### config.mk
export PLATFORM = sky130hd
export DESIGN_NAME = seg7_frame_decoder
export DESIGN_NICKNAME = d
export VERILOG_FILES = /design/src/rtl/seg7_frame_decoder.sv
export SDC_FILE = /design/constraint.sdc
export NUM_CORES = 1
export LEC_CHECK = 0
export CAP_MARGIN = 10
export CORE_MARGIN = 4
export CORE_UTILIZATION = 54
export CTS_CLUSTER_SIZE = 12
export DETAILED_ROUTE_END_ITERATION = 16
export GPL_TIMING_DRIVEN = 0
export PLACE_DENSITY = 0.92
export SETUP_SLACK_MARGIN = 0.3
export SLEW_MARGIN = 5
export SYNTH_ARGS = -nofsm -noshare
export SYNTH_HDL_FRONTEND = slang
export SYNTH_SLANG_ARGS = --single-unit
### constraint.sdc
create_clock -name clk -period 2.4 [get_ports clk]
set_input_delay 0.36 -clock clk [delete_from_list [all_inputs] [get_ports clk]]
set_output_delay 0.36 -clock clk [all_outputs]
set_load 0.01 [all_outputs]
### src/rtl/seg7_frame_decoder.sv
// Decodes a stream of active-low 7-segment digits (H, E, L, O, blank) into 3-bit codes
// and packs NUM_DIGITS of them into a frame word. Optional hello_match output: SEG7_HELLO_MATCH_EN.
module seg7_frame_decoder #(
    parameter int NUM_DIGITS = 5,
    parameter int CODE_W     = 3
) (
    input  logic                         clk,
    input  logic                         rst_n,
    input  logic [6:0]                   seg_in,
    input  logic                         seg_valid,
    output logic                         seg_ready,
    input  logic                         frame_sync,
    output logic [NUM_DIGITS*CODE_W-1:0] frame_out,
    output logic                         frame_valid,
    input  logic                         frame_ready,
    output logic                         frame_err
`ifdef SEG7_HELLO_MATCH_EN
    ,
    output logic                         hello_match
`endif
);

    localparam int FRAME_W = NUM_DIGITS * CODE_W;
    localparam int CNT_W   = $clog2(NUM_DIGITS + 1);
    localparam logic [CNT_W-1:0] LAST_CNT = CNT_W'(NUM_DIGITS - 1);

    // Handshakes: a digit moves on a clock edge where seg_valid && seg_ready;
    // a frame moves on a clock edge where frame_valid && frame_ready.
    typedef enum logic {COLLECT = 1'b0, HOLD = 1'b1} state_t;

    state_t               state;
    state_t               state_next;
    logic [CNT_W-1:0]     count;
    logic                 sticky;
    logic [FRAME_W-1:0]   assembly;
    logic [CODE_W-1:0]    dec_code;
    logic                 dec_err;
    logic                 accept;
    logic                 frame_done;
    logic [FRAME_W-1:0]   frame_next;

    always_comb begin
        dec_err  = 1'b0;
        dec_code = 3'b111;
        case (seg_in)
            7'b0001001: dec_code = 3'b000;
            7'b0000110: dec_code = 3'b001;
            7'b1000111: dec_code = 3'b010;
            7'b1000000: dec_code = 3'b011;
            7'b1111111: dec_code = 3'b100;
            default:    dec_err  = 1'b1;
        endcase
    end

    assign accept     = seg_valid && seg_ready;
    // A sync arriving with the last digit restarts the frame instead of completing it.
    assign frame_done = accept && !frame_sync && (count == LAST_CNT);
    assign frame_next = {assembly[FRAME_W-CODE_W-1:0], dec_code};

    always_ff @(posedge clk) begin
        if (!rst_n) begin
            state <= COLLECT;
        end else begin
            state <= state_next;
        end
    end

    always_comb begin
        state_next = state;
        case (state)
            COLLECT: if (frame_done) state_next = HOLD;
            HOLD:    if (frame_ready) state_next = COLLECT;
            default: state_next = COLLECT;
        endcase
    end

    always_comb begin
        seg_ready   = rst_n && (state == COLLECT);
        frame_valid = rst_n && (state == HOLD);
    end

    always_ff @(posedge clk) begin
        if (!rst_n) begin
            count     <= '0;
            sticky    <= 1'b0;
            assembly  <= '0;
            frame_out <= '0;
            frame_err <= 1'b0;
        end else if (state == COLLECT) begin
            if (accept) begin
                assembly <= frame_next;
                if (frame_sync) begin
                    count  <= CNT_W'(1);
                    sticky <= dec_err;
                end else if (count == LAST_CNT) begin
                    frame_out <= frame_next;
                    frame_err <= sticky | dec_err;
                    count     <= '0;
                    sticky    <= 1'b0;
                end else begin
                    count  <= count + CNT_W'(1);
                    sticky <= sticky | dec_err;
                end
            end else if (frame_sync) begin
                count  <= '0;
                sticky <= 1'b0;
            end
        end
    end

`ifdef SEG7_HELLO_MATCH_EN
    localparam logic [14:0] HELLO_WORD = 15'b000_001_010_010_011;

    always_ff @(posedge clk) begin
        if (!rst_n) begin
            hello_match <= 1'b0;
        end else if (state == COLLECT && frame_done) begin
            hello_match <= (NUM_DIGITS == 5) && !(sticky | dec_err) &&
                           (frame_next == FRAME_W'(HELLO_WORD));
        end
    end
`endif

endmodule

== Word level (Yosys, flattened, before mapping) ==
Cells that the tools add are included.
Storage, ports and cells
  word-level logic and storage cells: 40
  bits in registers: 33
Cells by class
  mux-type cells: 13
  reductions and logical operators: 11
  bitwise gates (word level): 3
  add/sub/neg operators: 1
  equality and inequality tests: 6
Operators with widths (number)
  equality test 7 bit, second input constant: 3
  one-hot mux 3 bit (5 select lines): 1
  two-way mux 3 bit: 4
  equality test 7 x 3 -> 1 bit, second input constant: 1
  equality test 7 x 4 -> 1 bit, second input constant: 1
  two-way mux 1 bit: 7
  logical AND 1 bit: 5
  OR reduction 5 bit: 1
  AND reduction 2 bit: 2
  AND reduction 4 bit: 1
  adder 3 x 1 -> 3 bit, second input constant: 1
  equality test 3 bit, second input constant: 1
  NOT 1 bit: 2
  one-hot mux 1 bit (2 select lines): 1
  nonzero test 2 bit: 1
  zero test 1 bit: 1
  bitwise OR 1 bit: 1

== Logic depth before layout (Yosys ltp) ==
Gate-level depths: netlist of run 1.
  word-level depth: 7
  mapped depth: 8
  mapped depth without buffers: 6

== Worst setup path before layout of run 1 ==
OpenSTA, ideal clock, no wires.
  path kind: input-to-reg
  start: input seg_in[0]
  end: register frame_out[0]
  buffers on the path: 1
  required time: 2.279 ns
  setup time: 0.121 ns
  setup slack: 0.837 ns
  arrival: 1.442 ns
  cell stages on the path: 5
  path through: buf_6 -> or4_4 -> o22a_4 -> a31oi_2 -> a21oi_1
Between the ends
  longest elaborated chain between the ends: 2
Ends and longest elaborated chain
  start, declared: line 9  | input logic [6:0] seg_in,
  equality test 7 bit, or another cell as far along: line 45  | case (seg_in)
  one-hot mux 3 bit (5 select lines) (*): line 45
  end signal, assigned: line 96  | frame_out <= frame_next;
  end, declared: line 13  | output logic [NUM_DIGITS*CODE_W-1:0] frame_out,
Mark *: on every way between the ends. The rest lies on a longest branch, timed or not.
A chain may end at the register's enable or synchronous reset.

== Worst setup path in the final report of run 1 ==
  start: input rst_n
  end: output seg_ready
Between the ends
  longest elaborated chain between the ends: 1
Ends and longest elaborated chain
  start, declared: line 8  | input logic rst_n,
  logical AND 1 bit: line 78  | seg_ready = rst_n && (state == COLLECT);
  end, declared: line 11  | output logic seg_ready,
Every way passes these cells.

==> results.json, run 1 <==
{
  "status": "completed",
  "p_int_uw": 703,
  "switching_power_uw": 230,
  "drc": 0,
  "path_clk_slew_ps": 90,
  "syn_area_sq_um": 1460,
  "netlist-cell-type-count": 36,
  "synthFlopType": "dfxtp_1",
  "yosys_warnings": 0,
  "ys_seq_area_share_pct": 45.1,
  "p_comb_share_pct": 9.6,
  "synthCells": 176,
  "dp_hpwl_um": 2390,
  "critical_path_class": "primary input to primary output",
  "final_nets": 223,
  "drt_pass1_iterations": 5,
  "coreArea_sq_um": 2520,
  "min-delay-path-class": "primary input to flip-flop",
  "slowest_delay_ps": 540,
  "ant_nets": 0,
  "critPathArrivalTime_ps": 1510,
  "leakage_uw": 0.000690,
  "grtUsageTotal_pct": 20.7,
  "wl_per_cell_um": 13.8,
  "power_uw": 933,
  "reg2reg_slack_ps": 630,
  "io_pins": 30,
  "startpoint": "rst_n",
  "drive_gt1_share_pct": 10.1,
  "grt_max_degree": 11,
  "start_kind": "primary input",
  "hold_ws_ps": 369,
  "fillers": 201,
  "worstPathCellList": "buf_2 > clkbuf_2 > nor2b_1 > clkdlybuf4s50_1",
  "synth_top_cells_by_area": "dfxtp_1, nand2_1, a21boi_0, nand3_1, o21ai_0",
  "synth_fp_nets": 190,
  "final.setup_skew_ps": 5.78,
  "synth_area_per_cell_sq_um": 8.32,
  "period_needed_ps": 1870,
  "die-area_sq_um": 3610,
  "maxCapViolations": 0,
  "io_buffers": 26,
  "die_h_um": 60.1,
  "cts_post_setup_buffers_inserted": 0,
  "numClockSinks": 33,
  "grt_overflow": 0,
  "cts_buffer_depth": 2,
  "place.gp.congestion": 0.826,
  "grt_pass1_vias": 1214,
  "max_freq_mhz": 535,
  "cts_resized": 0,
  "finalCritPeriodShare_pct": 77.9,
  "grt_setup_unrepaired": "no",
  "vias_per_cell": 5.63,
  "holdBufCountCts": 0,
  "grt_pass1_wl_um": 5430,
  "drt-total-wl_um": 3290,
  "maxSlewViolCount": 0,
  "critPathBufInv": 3,
  "rows": 18,
  "diodes": 0,
  "vias": 1340,
  "powerDensity_nw_per_um2": 517,
  "final.setup.tns_ps": 0,
  "tritoncts": "done",
  "synth-seq-cells": 33,
  "cts_made_buffers": 5,
  "netlist.top_cell.by_area": "dfxtp_1",
  "slew_headroom_pct": 71.4,
  "synth_edf_count": 0,
  "clkLatencyLatePin_ps": 330,
  "p_clk_share_pct": 29.2,
  "final-setup-viol-count": 0,
  "synth_most_common_cell": "nand2_1",
  "worst_slew_pin_slew_ps": 429,
  "drt_iter0_drc": 43,
  "yosysTopAreaCellShare_pct": 45.1,
  "ys_top_cells_by_count": "nand2_1, dfxtp_1, nand3_1",
  "cpMaxStageDelayCell": "clkdlybuf4s50_1",
  "crit_required_ps": 2040,
  "cts_root_buf": "clkbuf_4",
  "hold_viol": 0,
  "start_util_pct": 58.0,
  "area_delta_synth_final_pct": 23.3,
  "crit_path_end_kind": "primary output",
  "r2r-start": "count[0]",
  "hold_start": "rst_n",
  "pwr-share-seq_pct": 61.2,
  "h-tree-depth": 2,
  "antenna_found_initial": 0,
  "die_w_um": 60.1,
  "cp_max_fo": 10,
  "swShare_pct": 24.7,
  "irDropWorstVdd_mv": 0.397,
  "crit_family": "buffers and inverters",
  "synth-async-reset-ratio_pct": 0
}
==> final cells by class <==
class,instances,area (sq um),area share [%]
multi-input combinational,127,729,40.4
sequential,33,661,36.6
timing repair buffer,26,260,14.4
buffer,11,56.3,3.12
clock buffer,5,37.5,2.08
tap,30,37.5,2.08
inverter,5,18.8,1.04
clock inverter,1,5.00,0.277
==> final timing paths <==
check / end / cells after the start
setup / recovery: seg_ready / 4
hold / removal: frame_out[3] / 2
setup reg to reg: frame_out[9] / 7
hold reg to reg: assembly[6] / 2
==> sequential cells by signal, indices dropped and copies added, names as in the netlist <==
name,cells
count,3
frame_err,1
assembly,12
sticky,1
state,1
frame_out,15
==> cells by family (layout without fill, tap and decap cells) <==
logic type / Yosys count / in the layout / synth area share, %
AO/OA/AOI/OAI: 41 / 41 / 19.1
XOR/XNOR: 1 / 1 / 0.598
adder cells (fa/ha/maj): 2 / 2 / 1.71
buffers and inverters: 16 / 48 / 5.04
flip-flops: 33 / 33 / 45.1
AND/OR/NAND/NOR: 83 / 83 / 28.4
==> layout by cell type (no fill, tap or decap), types with 2 or more instances in the layout <==
| cell | instances |
|---|---|
| clkbuf_4 | 5 |
| clkbuf_1 | 4 |
| nor2_1 | 2 |
| a21boi_0 | 14 |
| ha_1 | 2 |
| a21oi_1 | 5 |
| dfxtp_1 | 33 |
| o21ai_0 | 10 |
| nand3_1 | 16 |
| nand2_1 | 47 |
| buf_2 | 5 |
| clkdlybuf4s50_1 | 26 |
| inv_1 | 5 |
| nand4_1 | 2 |
| nor3_1 | 2 |
| a31oi_1 | 4 |
| nor2b_1 | 3 |
==> layer usage <==
| metal | share of wire, % | wire [um] | track usage [%] | vias up |
|---|---|---|---|---|
| met4 | 0.82 | 27 | 7.59 | 0 |
| met2 | 52 | 1700 | 36.6 | 47 |
| met3 | 8.0 | 263 | 7.78 | 4 |
| met1 | 39 | 1300 | 22.3 | 614 |
| met5 | 0 | 0 | 0 | - |
| li1 | - | - | - | 675 |
==> metrics by stage <==
stage | instances | worst slack, ps | utilization [%] | area [sq um]
6_report | 238 | 530 | 71.6 | 1810
3_5_place_dp | 232 | 350 | 69.8 | 1760
2_1_floorplan | 176 | 837 | - | 1460
4_1_cts | 238 | 388 | 71.5 | 1800
3_3_place_gp | 232 | 369 | 69.8 | 1760
5_1_grt | 238 | 423 | 71.6 | 1810
==> power groups by stage <==
stage / Sequential (uW) / Combinational [uW] / Clock [uW]
finish: 571 / 89.6 / 272
global route: 574 / 98.2 / 308
CTS: 571 / 88.2 / 281
detailed placement: 584 / 87.8 / 0
global placement: 583 / 83.1 / 0
floorplan: 582 / 53.8 / 0
Note: power is estimated with default switching activity, not from simulation.
==> run 2: changes to the inputs <==
--- a/config.mk
+++ b/config.mk
@@ -7,11 +7,11 @@
 export LEC_CHECK = 0
 export CAP_MARGIN = 10
 export CORE_MARGIN = 4
-export CORE_UTILIZATION = 54
+export CORE_UTILIZATION = 45
 export CTS_CLUSTER_SIZE = 12
 export DETAILED_ROUTE_END_ITERATION = 16
 export GPL_TIMING_DRIVEN = 0
-export PLACE_DENSITY = 0.92
+export PLACE_DENSITY = 0.83
 export SETUP_SLACK_MARGIN = 0.3
 export SLEW_MARGIN = 5
 export SYNTH_ARGS = -nofsm -noshare
==> constraint.sdc (replaced) <==
create_clock -name clk -period 1.55 [get_ports clk]
set_input_delay 0.2325 -clock clk [delete_from_list [all_inputs] [get_ports clk]]
set_output_delay 0.2325 -clock clk [all_outputs]
set_load 0.01 [all_outputs]
==> run 2 against run 1 <==
Net effect: critical path depth up 2; critical endpoint is now frame_err; utilization down 5.0 points; sequential share of layout area down 4.0 points; total power up 62%; sequential power up 55%; clock power up 72%; die area up 17%; register-to-register slack worse by 540 ps; combinational power up 75%; non-clock buffer count up 9.
==> results.json, run 2 (synthesized netlist as in run 1, its figures left out) <==
{
  "critPathArrivalTime_ps": 1690,
  "fin_cells": 263,
  "start_kind": "flip-flop",
  "final-setup-viol-count": 0,
  "critical_path_class": "flip-flop to flip-flop",
  "maxCapViolations": 0,
  "io_pins": 30,
  "p_comb_share_pct": 10.4,
  "coreArea_sq_um": 3080,
  "grt_pass1_wl_um": 5930,
  "ant_nets": 0,
  "path_clk_slew_ps": 90,
  "cp_max_fo": 5,
  "final_cell_mix": "nand2_1, dfxtp_1, dlygate4sd2_1",
  "multiInputGateArea_sq_um": 843,
  "antenna_found_initial": 0,
  "min-delay-path-class": "primary input to flip-flop",
  "irDropWorstVdd_mv": 0.471,
  "fillers": 277,
  "numClockSinks": 33,
  "top_register": "frame_out",
  "final.setup_skew_ps": 8.69,
  "place_inst": 246,
  "grt_setup_unrepaired": "yes",
  "place_area_sq_um": 1840,
  "cts_buffer_depth": 2,
  "period_needed_ps": 1460,
  "maxSlewViolCount": 0,
  "slew_headroom_pct": 74.0,
  "diodes": 0,
  "final_area_sq_um": 2050,
  "wl_per_cell_um": 13.5,
  "die_h_um": 65.0,
  "drt_iter0_drc": 55,
  "area_delta_synth_final_pct": 40.1,
  "pwr-share-seq_pct": 58.7,
  "p_int_uw": 1110,
  "drive_gt1_share_pct": 29.2,
  "die_w_um": 65.0,
  "final_common_cell": "nand2_1",
  "die-area_sq_um": 4230,
  "vias": 1391,
  "finalCritPeriodShare_pct": 94.1,
  "vias_per_cell": 5.29,
  "start_util_pct": 47.6,
  "place_ws_ps": -396,
  "clkLatencyLatePin_ps": 340,
  "switching_power_uw": 398,
  "io_buffers": 26,
  "cts_root_buf": "clkbuf_4",
  "final_nets": 232,
  "leakage_uw": 0.000896,
  "powerDensity_nw_per_um2": 737,
  "register_area_sq_um": 668,
  "hold_viol": 0,
  "grt_pass1_vias": 1332,
  "reg_top3": "frame_out x15, assembly x12, count x3",
  "worst_slew_pin_slew_ps": 389,
  "drt_pass1_iterations": 5,
  "swShare_pct": 26.3,
  "tritoncts": "done",
  "crit_required_ps": 1780,
  "h-tree-depth": 2,
  "drc": 0,
  "p_clk_share_pct": 30.9,
  "cts_made_buffers": 5,
  "drt-total-wl_um": 3550,
  "crit_path_end_kind": "flip-flop",
  "rows": 20,
  "utilization_pct": 66.6,
  "grt_overflow": 0,
  "setup_ws_ps": 91.6,
  "largest_register_ffs": 15,
  "grt_max_degree": 11,
  "grtUsageTotal_pct": 18.5,
  "place.gp.congestion": 0.771,
  "max_freq_mhz": 686,
  "hold_ws_ps": 214,
  "status": "completed",
  "dp_hpwl_um": 2250
}
[run 2: changes by cell type in the layout (fill, tap and decap cells not counted), sizes merged]
cell	previous run	this run
buf	6	20
dlymetal6s2s	0	1
clkbuf	10	9
clkinv	1	2
clkdlybuf4s50	26	1
dlygate4sd2	0	18
clkdlybuf4s15	0	3
[run 2: layout make-up]
class | count | share of cell area, %
well taps | 44 | 2.68
repair buffers | 36 | 15.9
clock inverters | 2 | 0.488
flip-flops and latches | 33 | 32.6
clock buffers | 6 | 2.01
plain buffers | 10 | 4.33
multi-input cells | 127 | 41.1
inverters | 5 | 0.915
[run 2: metal layers]
layer  vias up  GRT usage, %  wire length [um]
met5         -             0                 0
met4         0          10.1                99
met3         9          3.99               186
met2        40          32.7              1740
met1       646          20.5              1520
li1        696             -                 -
[run 2: what timing repair did]
item / in CTS / in global routing
hold buffers: 0 / 0
gates cloned: 1 / 1
endpoints found under the setup margin: 49 / 33
buffers inserted: 7 / 1
resized for setup: 51 / 32
pin swaps: 20 / 12
[run 2: worst max-delay path, cell delays in order, from the launching register on]
cell,delay (ps)
dfxtp_4,370
nand3b_4,180
or3_4,380
buf_6,140
buf_8,130
nor2_4,100
a21oi_2,50
[run 2: final timing paths]
kind	slack (ps)	end	startpoint	cells after the start
worst max-delay path	90	frame_err	state	6
worst min-delay path	210	frame_out[2]	rst_n	3
worst max register to register	90	frame_err	state	6
worst min register to register	450	frame_out[10]	frame_out[10]	2
[run 2: metrics by stage]
step / TNS [ps] / power (uW)
6_report: 0 / 1510
5_1_grt: 0 / 1580
4_1_cts: 0 / 1500
3_5_place_dp: -6460 / 1050
3_3_place_gp: -6200 / 1050
2_1_floorplan: 0 / 993
[run 2: power by group through the flow]
stage               clock, uW  combinational (uW)  sequential (uW)
global placement            0                 139              906
CTS                       469                 146              884
detailed placement          0                 143              906
floorplan                   0                91.1              901
finish                    467                 157              886
global route              511                 175              890
